File: src/rtl/cpu_run_ctrl.sv
// Run controller for the HLS RV32I core: SRAM preload, ap_start/ap_ready/ap_idle sequencing,
// single-word readback and the core/controller SRAM port mux. Define RUN_WDOG_EN for the RUN watchdog.
module cpu_run_ctrl #(
    parameter int AW          = 10,
    parameter int DW          = 32,
    parameter int WDOG_CYCLES = 1000000
) (
    input  logic          ap_clk,
    input  logic          ap_rst_n,
    input  logic          cmd_load,
    input  logic          cmd_run,
    input  logic          ld_valid,
    output logic          ld_ready,
    input  logic [DW-1:0] ld_data,
    input  logic          ld_last,
    input  logic          rd_req,
    input  logic [AW-1:0] rd_addr,
    output logic          rd_valid,
    output logic [DW-1:0] rd_data,
    output logic          busy,
    output logic          done,
    output logic          timeout,
    output logic          cpu_rst,
    output logic          cpu_start,
    input  logic          cpu_ready,
    input  logic          cpu_idle,
    input  logic [AW-1:0] cpu_addr,
    input  logic          cpu_we,
    input  logic [DW-1:0] cpu_d,
    input  logic [3:0]    cpu_strb,
    output logic [DW-1:0] cpu_q,
    output logic [AW-1:0] sram_addr,
    output logic [3:0]    sram_we,
    output logic [DW-1:0] sram_din,
    input  logic [DW-1:0] sram_dout,
    output logic [2:0]    dbg_state
);
    localparam logic [2:0] S_IDLE  = 3'd0;
    localparam logic [2:0] S_LOAD  = 3'd1;
    localparam logic [2:0] S_START = 3'd2;
    localparam logic [2:0] S_RUN   = 3'd3;
    localparam logic [2:0] S_DONE  = 3'd4;
    localparam logic [2:0] S_READ  = 3'd5;
    localparam logic [2:0] S_ABORT = 3'd6;
    localparam logic [AW-1:0] LAST_ADDR = {AW{1'b1}};

    logic [2:0]    state_q, state_d;
    logic [AW-1:0] cnt_q, cnt_d;
    logic [AW-1:0] rd_addr_q, rd_addr_d;
    logic [DW-1:0] rd_data_q, rd_data_d;
    logic          rd_valid_q, rd_valid_d;
    logic          ret_done_q, ret_done_d;
    logic          phase_q, phase_d;
    logic [1:0]    rst_cnt_q;
    logic          cmd_ok;
    logic          ld_fire;
    logic          wdog_hit;

    // Load handshake: a word transfers on a cycle where ld_valid and ld_ready are both high;
    // ld_ready is high for exactly the cycles spent in LOAD.
    assign cmd_ok  = (state_q == S_IDLE) || (state_q == S_DONE);
    assign ld_fire = (state_q == S_LOAD) && ld_valid;

`ifdef RUN_WDOG_EN
    localparam int WCW = $clog2(WDOG_CYCLES + 1);
    localparam logic [WCW-1:0] WDOG_LAST = WCW'(WDOG_CYCLES - 1);

    logic [WCW-1:0] wdog_q;
    logic           timeout_q;

    assign wdog_hit = (state_q == S_RUN) && (wdog_q == WDOG_LAST) && !(phase_q && cpu_idle);
    assign timeout  = timeout_q;

    always_ff @(posedge ap_clk or negedge ap_rst_n) begin
        if (!ap_rst_n) begin
            wdog_q    <= '0;
            timeout_q <= 1'b0;
        end else begin
            wdog_q <= (state_q == S_RUN) ? wdog_q + 1'b1 : '0;
            if (cmd_ok && (cmd_load || cmd_run)) begin
                timeout_q <= 1'b0;
            end else if (wdog_hit) begin
                timeout_q <= 1'b1;
            end
        end
    end
`else
    assign wdog_hit = 1'b0;
    assign timeout  = 1'b0;
`endif

    always_comb begin
        state_d    = state_q;
        cnt_d      = cnt_q;
        rd_addr_d  = rd_addr_q;
        rd_data_d  = rd_data_q;
        rd_valid_d = 1'b0;
        ret_done_d = ret_done_q;
        case (state_q)
            S_IDLE, S_DONE: begin
                if (cmd_load) begin
                    state_d = S_LOAD;
                    cnt_d   = '0;
                end else if (cmd_run) begin
                    state_d = S_START;
                end else if (rd_req) begin
                    state_d    = S_READ;
                    rd_addr_d  = rd_addr;
                    ret_done_d = (state_q == S_DONE);
                end
            end
            S_LOAD: begin
                if (ld_fire) begin
                    cnt_d = cnt_q + 1'b1;
                    if (ld_last || (cnt_q == LAST_ADDR)) begin
                        state_d = S_IDLE;
                    end
                end
            end
            S_START: begin
                if (cpu_ready) begin
                    state_d = S_RUN;
                end
            end
            // phase_q is low on the first RUN cycle, when ap_idle may still be stale.
            S_RUN: begin
                if (phase_q && cpu_idle) begin
                    state_d = S_DONE;
                end else if (wdog_hit) begin
                    state_d = S_ABORT;
                end
            end
            S_ABORT: begin
                if (phase_q) begin
                    state_d = S_DONE;
                end
            end
            S_READ: begin
                if (phase_q) begin
                    rd_data_d  = sram_dout;
                    rd_valid_d = 1'b1;
                    state_d    = ret_done_q ? S_DONE : S_IDLE;
                end
            end
            default: state_d = S_IDLE;
        endcase
        phase_d = (state_d == state_q);
    end

    always_ff @(posedge ap_clk or negedge ap_rst_n) begin
        if (!ap_rst_n) begin
            state_q    <= S_IDLE;
            cnt_q      <= '0;
            rd_addr_q  <= '0;
            rd_data_q  <= '0;
            rd_valid_q <= 1'b0;
            ret_done_q <= 1'b0;
            phase_q    <= 1'b0;
        end else begin
            state_q    <= state_d;
            cnt_q      <= cnt_d;
            rd_addr_q  <= rd_addr_d;
            rd_data_q  <= rd_data_d;
            rd_valid_q <= rd_valid_d;
            ret_done_q <= ret_done_d;
            phase_q    <= phase_d;
        end
    end

    // Core reset stretch: loaded while ap_rst_n is low, then counts down two cycles.
    always_ff @(posedge ap_clk or negedge ap_rst_n) begin
        if (!ap_rst_n) begin
            rst_cnt_q <= 2'd2;
        end else if (rst_cnt_q != 2'd0) begin
            rst_cnt_q <= rst_cnt_q - 1'b1;
        end
    end

    always_comb begin
        if (state_q == S_RUN) begin
            sram_addr = cpu_addr;
            sram_we   = {4{cpu_we}} & cpu_strb;
            sram_din  = cpu_d;
        end else begin
            sram_addr = (state_q == S_READ) ? rd_addr_q : cnt_q;
            sram_we   = ld_fire ? 4'hF : 4'h0;
            sram_din  = ld_data;
        end
    end

    assign ld_ready  = (state_q == S_LOAD);
    assign rd_valid  = rd_valid_q;
    assign rd_data   = rd_data_q;
    assign busy      = !cmd_ok;
    assign done      = (state_q == S_DONE);
    assign cpu_rst   = (rst_cnt_q != 2'd0) || (state_q == S_ABORT);
    assign cpu_start = (state_q == S_START);
    assign cpu_q     = sram_dout;
    assign dbg_state = state_q;

endmodule

File: config.mk
export PLATFORM = sky130hd
export DESIGN_NAME = cpu_run_ctrl
export DESIGN_NICKNAME = d
export VERILOG_FILES = /design/src/rtl/cpu_run_ctrl.sv
export SDC_FILE = /design/constraint.sdc
export NUM_CORES = 1
export LEC_CHECK = 0
export ABC_AREA = 0
export CORE_MARGIN = 3
export CORE_UTILIZATION = 38
export DETAILED_ROUTE_END_ITERATION = 12
export PLACE_DENSITY = 0.95
export SYNTH_ARGS = -nofsm -noshare
export SYNTH_HDL_FRONTEND = slang
export SYNTH_SLANG_ARGS = --single-unit
File: constraint.sdc
create_clock -name ap_clk -period 2.8 [get_ports ap_clk]
set_clock_uncertainty 0.1 [all_clocks]
set_input_delay 0.42 -clock ap_clk [delete_from_list [all_inputs] [get_ports ap_clk]]
set_output_delay 0.42 -clock ap_clk [all_outputs]
set_load 0.01 [all_outputs]
==> out/qor.txt, run 1 <==
Filler cell count: 676
Mean Syn Cell Area: 11.4 sq um
Mapped Cells: 315
Root buf cell: clkbuf_8
Min-Delay Path Class: input pin to asynchronous set/reset pin
Fin Hold WS: 0.0664 ns
Actual slew at the worst max-slew pin: 0.761 ns
Fin crit period: 2.69 ns
Count of pins over their slew limit: 0
Number of H-tree levels: 3
Area growth syn-to-layout: 72.7%
Setup_tns: 0 ns
Share of the yosys chip area belonging to registers: 41.9%
I/O pin cnt: 250
Asr flop ratio synth: 100%
Leading cell type in the layout, fill and taps excluded: clkdlybuf4s50_1
Delay-heaviest family, CP: buffers and inverters
Commonest cells after routing, fill and taps aside: 246 x clkdlybuf4s50_1, 59 x dfrtp_1, 45 x mux2_2
ANT cells: 0
Pre-antenna DRT Iters: 4
Setup-failing EPs final: 0
Layout net count: 671
Post-Syn Nets: 447
Area leader, netlist: dfrtp_1
DR vias: 3310
Critical path data required time: 2.28 ns
Routability Congestion: 0.841
CTS tree: built
Core area: 0.00893 sq mm
Final Core Density: 69.3%
Slowest cell delay on critical path: 0.54 ns
DR iter-0 viols: 135
Num Clock Sinks: 60
Drt wl/cell: 19.0 um
Synth area leaders: dfrtp_1 41%, mux2_2 14%, mux2_4 12%, buf_4 6.9%, nand2_1 4.1%
Critical-path top delay cell: clkdlybuf4s50_1
Clk_lat worst skew: 0.32 ns
Die Y: 103 um
Vias in the first global route: 3512
Slew Limit Headroom: 49.3%
DIE AREA: 0.0106 sq mm
Flops & latches, synth: 60
Crit-path cells: buf_4, nor3_4, buf_6, a22oi_1, nand2_1, clkdlybuf4s50_1
Period utilisation layout: 95.9%
Total GRT Usage: 21.9%
Fmax: 372 MHz
Residual DRC: 0
Die W: 103 um
Rows: 34
TritonCTS buffer count: 9
Synthesis Warnings: 0
Via/cell ratio: 5.08
Share of Yosys cell area claimed by the top area cell type: 41.2%
Number of port buffers: 248
Starting Density: 40.1%
P_leak: 2.69 nW
Pin count of the biggest net entering global routing: 33
WP data arrival: 2.17 ns
Initial antenna violation count: 0
Worst-path clk slew: 0.07 ns
Status: finished clean
Max-cap violations: 0
Crit. End Element: output port
Max VDD drop: 0.434 mV
Unrepaired setup endpoints after global routing: false
CP startpoint kind: register
Worst-case clock buffer depth: 2
Netlist cell types: 45
Power density over the cells: 872 mW/mm^2
First-pass GRT wire length: 18000 um
Main synth FF type: dfrtp_1
Final HPWL DP: 9950 um
Post-CTS Hold Fix Bufs: 0
Mapped cell area: 0.00358 sq mm
Total Wirelength: 12400 um
Worst Path Buf+Inv: 3
Setup CP Type: register to output port
CP Max Fanout: 11
Post-DRT Antenna Nets: 0
Layout cells sized above 1: 21.3%
GRT overflow: 0
Post-synth EDFFs: 0
Fin. Hold Viols: 0
logic make-up after synthesis:
group | share of synthesized area (%)
AO/OA/AOI/OAI | 7.26
XOR/XNOR | 1.22
adder cells (fa/ha/maj) | 0.698
buffers and inverters | 11.1
flip-flops | 41.9
multiplexers | 26.3
other | 0.105
AND/OR/NAND/NOR | 11.3
synthesized netlist by cell type, types with 2 or more instances:
library cell,count
buf_6,8
o31ai_1,3
ha_1,2
and3_1,4
mux2_2,45
inv_1,4
mux2_4,29
nor2_1,10
dfrtp_1,59
o21ai_0,13
xnor2_1,4
buf_4,33
nor2b_1,2
nand2b_1,3
nand3_1,11
a22oi_1,10
a21o_1,2
nand2_1,39
a31oi_1,2
buf_2,6
nor3b_1,2
final timing paths:
kind	slack, ns	from	cells after the start	endpoint
setup / recovery	0.11	dbg_state[1]$_DFF_PN0_	6	sram_addr[9]
hold / removal	0.07	ap_rst_n	1	cnt_q[3]$_DFFE_PN0P_
setup reg to reg	0.71	dbg_state[1]$_DFF_PN0_	6	rd_data[3]$_DFFE_PN0P_
hold reg to reg	0.38	rst_cnt_q[0]$_DFFE_PN0P_	1	rst_cnt_q[0]$_DFFE_PN0P_
max in group asynchronous	1.91	ap_rst_n	2	rd_data[23]$_DFFE_PN0P_
min in group ap_clk	0.38	rst_cnt_q[0]$_DFFE_PN0P_	1	rst_cnt_q[0]$_DFFE_PN0P_
state kept, by name, indices dropped and copies added, names as in the netlist:
| name | flops |
|---|---|
| rd_data | 32 |
| cnt_q | 10 |
| rd_addr_q | 10 |
| dbg_state | 3 |
| rst_cnt_q | 2 |
| phase_q | 1 |
| rd_valid | 1 |
| ret_done_q | 1 |
routing by layer:
metal | global-route usage, % | routed length (um) | vias up
li1 | - | - | 1517
met1 | 25.1 | 4390 | 1592
met2 | 39.6 | 6580 | 179
met3 | 5.55 | 1150 | 22
met4 | 7.37 | 234 | 0
met5 | 0 | 0 | -
layout make-up:
| type | instances | area (sq um) | area share (%) |
|---|---|---|---|
| Tap cell | 108 | 135 | 2.18 |
| Clock inverter | 5 | 75.1 | 1.21 |
| Clock buffer | 11 | 141 | 2.28 |
| Timing Repair Buffer | 261 | 2610 | 42.2 |
| Inverter | 6 | 27.5 | 0.445 |
| Sequential cell | 60 | 1500 | 24.3 |
| Multi-Input combinational cell | 201 | 1700 | 27.4 |
power breakdown:
group	leakage [nW]	internal, mW	switching, mW
clock network	0.113	0.522	0.328
registers	0.734	1.23	0.249
logic	1.84	1.85	1.22
total	2.69	3.60	1.80
timing repair:
item                       CTS  global route
setup endpoints to repair   30            27
setup buffers                0             1
resized for setup            3             4
pin swaps                    0             2
cloned                       0             0
per-stage QoR:
stage | setup WS (ns) | power (mW) | instance area, sq um | cells
6_report | 0.114 | 5.40 | 6190 | 652
2_1_floorplan | 0.693 | 3.00 | 3580 | 315
4_1_cts | 0.0223 | 5.41 | 6170 | 651
5_1_grt | 0.0222 | 5.70 | 6190 | 652
3_5_place_dp | 0.251 | 4.51 | 5940 | 635
3_3_place_gp | 0.297 | 4.41 | 5940 | 635
No activity file was read; power rests on OpenSTA's default activity.
==> run 2: changes to the inputs <==
--- a/config.mk
+++ b/config.mk
@@ -8,7 +8,9 @@
 export ABC_AREA = 0
 export CORE_MARGIN = 3
 export CORE_UTILIZATION = 38
+export CTS_CLUSTER_SIZE = 30
 export DETAILED_ROUTE_END_ITERATION = 12
+export HOLD_SLACK_MARGIN = 0.05
 export PLACE_DENSITY = 0.95
 export SYNTH_ARGS = -nofsm -noshare
 export SYNTH_HDL_FRONTEND = slang
==> results of run 2 <==
The final DEF is identical to that of run 1; final timing and power are the same.
